## src/rtl/spidergon_flit_injector.sv

```systemverilog
// spidergon_flit_injector: packetises local messages into head/body/tail flits
// and issues them into the node's per-VC input buffers under credit flow control.
module spidergon_flit_injector #(
  parameter int NUM_OF_NODES = 8,
  parameter int FLIT_DATA_WIDTH = 16,
  parameter int NODE_BUFFER_WIDTH = 32,
  parameter int NUM_OF_VIRTUAL_CHANNELS = 2,
  parameter int NODE_ID = 0,
  localparam int DESTW = $clog2(NUM_OF_NODES),
  localparam int VCW = NUM_OF_VIRTUAL_CHANNELS > 1 ? $clog2(NUM_OF_VIRTUAL_CHANNELS) : 1
) (
  input  logic                               i_clk,
  input  logic                               i_rst_n,
  input  logic                               i_msg_valid,
  output logic                               o_msg_ready,
  input  logic [DESTW-1:0]                   i_msg_dest,
  input  logic [3:0]                         i_msg_len,
  input  logic                               i_pld_valid,
  output logic                               o_pld_ready,
  input  logic [FLIT_DATA_WIDTH-1:0]         i_pld_data,
  output logic                               o_flit_valid,
  output logic [1:0]                         o_flit_type,
  output logic [VCW-1:0]                     o_flit_vc,
  output logic [FLIT_DATA_WIDTH-1:0]         o_flit_data,
  input  logic [NUM_OF_VIRTUAL_CHANNELS-1:0] i_credit_return,
  output logic                               o_credit_overflow
);
  localparam int NVC = NUM_OF_VIRTUAL_CHANNELS;
  localparam int CREDITS = NODE_BUFFER_WIDTH / FLIT_DATA_WIDTH;
  localparam int CW = $clog2(CREDITS + 1);
  localparam logic [CW-1:0] FULL = CW'(CREDITS);
  localparam logic [DESTW-1:0] SRC = DESTW'(NODE_ID);
  typedef enum logic [1:0] {IDLE, HEAD, BODY, DROP} state_t;
  state_t r_state;
  logic [DESTW-1:0] r_dest;
  logic [3:0] r_len, r_rem;
  logic [VCW-1:0] r_vc, w_sel, w_send_vc;
  logic [CW-1:0] r_cred [NVC];
  logic [NVC-1:0] w_has;
  logic w_send, w_msg_hs, w_pld_hs;
  logic [1:0] w_type;
  logic [FLIT_DATA_WIDTH-1:0] w_head;

  // Descending scan so the lowest-indexed VC with credit wins
  always_comb begin
    w_sel = '0;
    w_has = '0;
    for (int v = NVC - 1; v >= 0; v--) begin
      w_has[v] = r_cred[v] != '0;
      if (w_has[v]) w_sel = VCW'(v);
    end
  end

  always_comb begin
    w_head = '0;
    w_head[DESTW-1:0] = r_dest;
    w_head[2*DESTW-1:DESTW] = SRC;
  end

  assign o_msg_ready = i_rst_n && r_state == IDLE;
  assign o_pld_ready = r_state == DROP || (r_state == BODY && w_has[r_vc]);
  assign w_msg_hs = i_msg_valid && o_msg_ready;
  assign w_pld_hs = i_pld_valid && o_pld_ready;
  assign w_send = (r_state == HEAD && |w_has) || (r_state == BODY && w_pld_hs);
  assign w_send_vc = r_state == HEAD ? w_sel : r_vc;
  assign w_type = r_state == HEAD ? (r_len == '0 ? 2'b11 : 2'b00) : (r_rem == 4'd1 ? 2'b10 : 2'b01);

  always_ff @(posedge i_clk or negedge i_rst_n) begin
    if (!i_rst_n) begin
      r_state <= IDLE;
      r_dest <= '0;
      r_len <= '0;
      r_rem <= '0;
      r_vc <= '0;
      o_flit_valid <= 1'b0;
      o_flit_type <= 2'b00;
      o_flit_vc <= '0;
      o_flit_data <= '0;
      o_credit_overflow <= 1'b0;
      for (int v = 0; v < NVC; v++) r_cred[v] <= FULL;
    end else begin
      o_flit_valid <= w_send;
      if (w_send) begin
        o_flit_type <= w_type;
        o_flit_vc <= w_send_vc;
        o_flit_data <= r_state == HEAD ? w_head : i_pld_data;
      end
      // A return and a send on the same VC in one cycle cancel out
      for (int v = 0; v < NVC; v++) begin
        if (i_credit_return[v] && !(w_send && w_send_vc == VCW'(v))) begin
          if (r_cred[v] == FULL) o_credit_overflow <= 1'b1;
          else r_cred[v] <= r_cred[v] + CW'(1);
        end else if (!i_credit_return[v] && w_send && w_send_vc == VCW'(v)) begin
          r_cred[v] <= r_cred[v] - CW'(1);
        end
      end
      case (r_state)
        IDLE: if (w_msg_hs) begin
          r_dest <= i_msg_dest;
          r_len <= i_msg_len;
          r_rem <= i_msg_len;
          r_state <= i_msg_dest == SRC ? (i_msg_len == '0 ? IDLE : DROP) : HEAD;
        end
        HEAD: if (w_send) begin
          r_vc <= w_sel;
          r_state <= r_len == '0 ? IDLE : BODY;
        end
        BODY, DROP: if (w_pld_hs) begin
          r_rem <= r_rem - 4'd1;
          if (r_rem == 4'd1) r_state <= IDLE;
        end
        default: r_state <= IDLE;
      endcase
    end
  end
endmodule

```

## config.mk

```make
export PLATFORM = sky130hd
export DESIGN_NAME = spidergon_flit_injector
export DESIGN_NICKNAME = d
export VERILOG_FILES = /design/src/rtl/spidergon_flit_injector.sv
export SDC_FILE = /design/constraint.sdc
export NUM_CORES = 1
export LEC_CHECK = 0
export BUFFER_PORTS_ARGS = -buffer_cell sky130_fd_sc_hd__buf_4
export CAP_MARGIN = 20
export CORE_UTILIZATION = 38
export DETAILED_ROUTE_END_ITERATION = 16
export GPL_ROUTABILITY_DRIVEN = 0
export PLACE_DENSITY_LB_ADDON = 0.15
export SYNTH_ARGS = -nofsm -noshare
export SYNTH_HDL_FRONTEND = slang
export SYNTH_SLANG_ARGS = --single-unit
```

## constraint.sdc

```tcl
create_clock -name i_clk -period 1.5 [get_ports i_clk]
set_input_delay 0.15 -clock i_clk [delete_from_list [all_inputs] [get_ports i_clk]]
set_output_delay 0.15 -clock i_clk [all_outputs]
set_load 0.01 [all_outputs]
```

==> key figures <==
Global route
  – GR Util All Layers: 0.1815
  – Pin count of the biggest net entering global routing: 32
  – Grt ovf: 0
  – Vias in the first global route: 1636
  – Initial antenna violation count: 0
  – First-pass GRT wire length: 7500 um

Routing
  – Average wire per standard cell: 14.72 um
  – Final wirelength: 4886 um
  – Final antenna-violating net count: 0
  – Vias: 1685
  – Router iterations before antenna repair: 4
  – DRC viols: 0
  – Routed vias/inst: 5.075
  – Initial DRC count: 48

Layout
  – Syn-to-layout area delta: 52.70%
  – Fillers: 417
  – Final net count: 295
  – Commonest non-fill, non-tap cells in the layout: 80 x buf_4, 34 x dfrtp_1, 15 x nand2_1
  – Final Util: 0.6226
  – Antenna diodes: 0
  – Commonest non-fill, non-tap cell in the layout: buf_4
  – Ratio of cells with drive above 1 in the final layout: 0.5283
  – Fin area: 3038 um2

Place
  – Port Buf Inserts: 51
  – Placed cell areas: 2644 um2
  – Dpl hpwl: 3280 um

STA
  – Max-slew violations: 0
  – WHS: 63.99 ps
  – Max Fclk: 0.6272 GHz
  – Post-route setup slack: -94.37 ps
  – Period utilisation layout: 1.063
  – Final setup vio count: 22
  – Fin crit period: 1594 ps
  – Final Hold Viols: 0
  – Layout Skew: 7.699 ps
  – RSZ-0062 raised after global routing: true
  – Least-Margin Pin Slew: 412.8 ps
  – Max-slew headroom: 0.7248

Yosys
  – Top cell type's share of synthesized area: 0.4654
  – Synth warnings: 0
  – Syn nets: 207
  – Main combinational cell family by area after synthesis: compound AO/OA/AOI/OAI gates
  – Mapped cell area: 1989 um2
  – Yosys top cell by area: dfrtp_1
  – Sequential fraction of the synthesis area: 0.4918
  – Number of synthesized flops with an enable pin: 0
  – Post-synthesis cell count: 176
  – Avg Inst Size Synth: 11.30 um2
  – Ys flop type: dfrtp_1
  – Simple-gate portion of the synthesized area: 0.1302
  – Xor and xnor fraction of the mapped netlist area: 0.008805
  – Synth Register Bits: 39
  – Post-synth cell types: 53
  – Mux contribution to synthesized area: 0.08868
  – Complex-gate fraction of the synthesized area: 0.2138
  – Post-Synth Adder-Cell Area: 0.01258
  – Area contributors post-synth: dfrtp_1 47%, mux2_1 7.4%, a22o_1 6.2%
  – Post-synth ARST share: 1.000

Critical path
  – CP Cell Sequence: nor2_4 -> a22o_4 -> nor2b_2 -> buf_4
  – Worst setup EP type: primary output
  – CP arrival: 1440 ps
  – R2R cell count: 4
  – WS Path Type: reg2out
  – Crit path required time: 1350 ps
  – Reg2reg end: o_flit_type[0]
  – CP peak stage delay: 600 ps
  – Worst Setup SP: r_cred[3]
  – Register-to-register setup slack: -60 ps
  – Reg2reg start: r_cred[2]
  – Setup crit start kind: flop
  – CP Max Fanout: 6
  – Slowest cell on the critical path: dfstp_2

Floorplanning
  – Row cnt: 25
  – Core ar.: 4880 um2
  – Chip height: 74.36 um
  – Starting Density: 0.4077
  – Die area: 5529 um2
  – I/O pin cnt: 52
  – Die Wd: 74.36 um

CTS
  – CTS Buffer Depth: 2
  – Clk sink count: 39
  – Root buf cell: clkbuf_8
  – Max H-tree Level: 2
  – Clock-pin slew on the worst setup and hold paths: 80 ps
  – Worst-skew pair later-pin latency: 290 ps
  – CTS tree: built
  – CTS buffer count: 5

Min path
  – Hold_sp: i_pld_data[11]
  – Worst Hold Class: in2reg
  – Hold endpoint: o_flit_data[11]
  – Hold Path Depth: 2

Power and ir drop
  – PwrDens: 2082 nW/um2
  – Lkg Pwr: 0.001458 uW
  – Switching share of power: 0.3604
  – Final Total Pwr: 6326 uW
  – Clock power frac: 0.140
  – Sequential share of power: 0.307
  – Cell Int Power: 4047 uW
  – Comb power frac: 0.553
  – Net switching power: 2280 uW
  – Worst VDD drop: 1040 uV

Flow run
  – MaxCap Viol Count: 0

Status
  – Status: finished, violations left
  – Failing checks: negative setup slack
-- layout make-up --
class	instances	area, um2	share of cell area
clock buffer	5	68.82	0.02265
multi-input combinational	119	1074	0.3534
clock inverter	3	43.79	0.01442
timing repair buffer	90	752.0	0.2475
tap	67	83.83	0.02759
sequential	39	982.2	0.3233
inverter	9	33.78	0.01112
-- worst max path at each step --
stage	endpoint	slack, ps	cells past startpoint
global route	o_pld_ready	-150	4
floorplan	r_state[0]	-10	4
CTS	o_pld_ready	-130	5
detailed placement	o_flit_data[8]	-200	3
finish	o_pld_ready	-90	4
global placement	o_flit_data[13]	-170	3
-- per-stage QoR --
stage	setup slack (ps)	setup TNS (ps)	instances
floorplan	-9.756	-9.756	176
global placement	-165.4	-2928	312
detailed placement	-198.6	-3251	312
CTS	-133.4	-342.6	329
global route	-151.6	-2190	332
finish	-94.37	-746.9	332
-- cells by family (layout without fill, tap and decap cells) --
family,Yosys count,count (layout)
AO/OA/AOI/OAI,51,51
XOR/XNOR,2,2
adder cells (fa/ha/maj),2,2
buffers and inverters,18,107
flip-flops,39,39
multiplexers,16,16
AND/OR/NAND/NOR,48,48
-- cell usage after synthesis (2+ instances only) --
| library cell | instances |
|---|---|
| inv_1 | 9 |
| a21oi_1 | 10 |
| ha_1 | 2 |
| mux2i_1 | 3 |
| dfstp_2 | 2 |
| nand2_1 | 17 |
| nor3_1 | 4 |
| a22o_1 | 14 |
| o22ai_1 | 2 |
| or3_1 | 2 |
| a22oi_1 | 2 |
| nor2_1 | 4 |
| mux2_1 | 13 |
| o21ai_0 | 3 |
| a211oi_2 | 2 |
| nor2_2 | 3 |
| dfrtp_1 | 37 |
| nand3_1 | 2 |
| buf_2 | 2 |
| a31oi_1 | 2 |
| buf_4 | 2 |
| xnor2_1 | 2 |
| buf_6 | 4 |
| and2_1 | 2 |
| nor4_1 | 3 |
-- registers in the layout (all words and copies together), names as in the netlist --
signal and count:
o_flit_type 2, r_vc 1, r_len 4, o_flit_data 16
r_rem 4, o_credit_overflow 1, o_flit_vc 1, o_flit_valid 1
r_cred 4, r_state 2, r_dest 3
-- power by group through the flow --
stage               Sequential (uW)  Combinational, uW  Clock, uW
floorplan                      1980               1540          0
global placement               1900               2840          0
detailed placement             1900               2870          0
CTS                            1910               3220        905
global route                   2010               3790        938
finish                         1940               3500        883
-- layer usage --
metal	track usage	vias up	routed length [um]
li1	-	822	-
met1	0.2459	808	2273
met2	0.2899	48	2333
met3	0.03794	7	216
met4	0.06289	0	63
met5	0	-	0
-- critical path, delay by kind of cell (launching register included) --
kind	cells	cell delay [ps]
flops	1	600
buf+inv	1	120
simple gates	2	180
compound gates	1	260
-- repair_timing --
item	CTS	global route
hold endpoints to repair	8	0
setup buffers	8	3
cloned	0	1
pin swaps	9	11
hold buffers	1	0
resized for setup	18	25
setup endpoints to repair	34	39
Power figures use the tool's default switching activity.
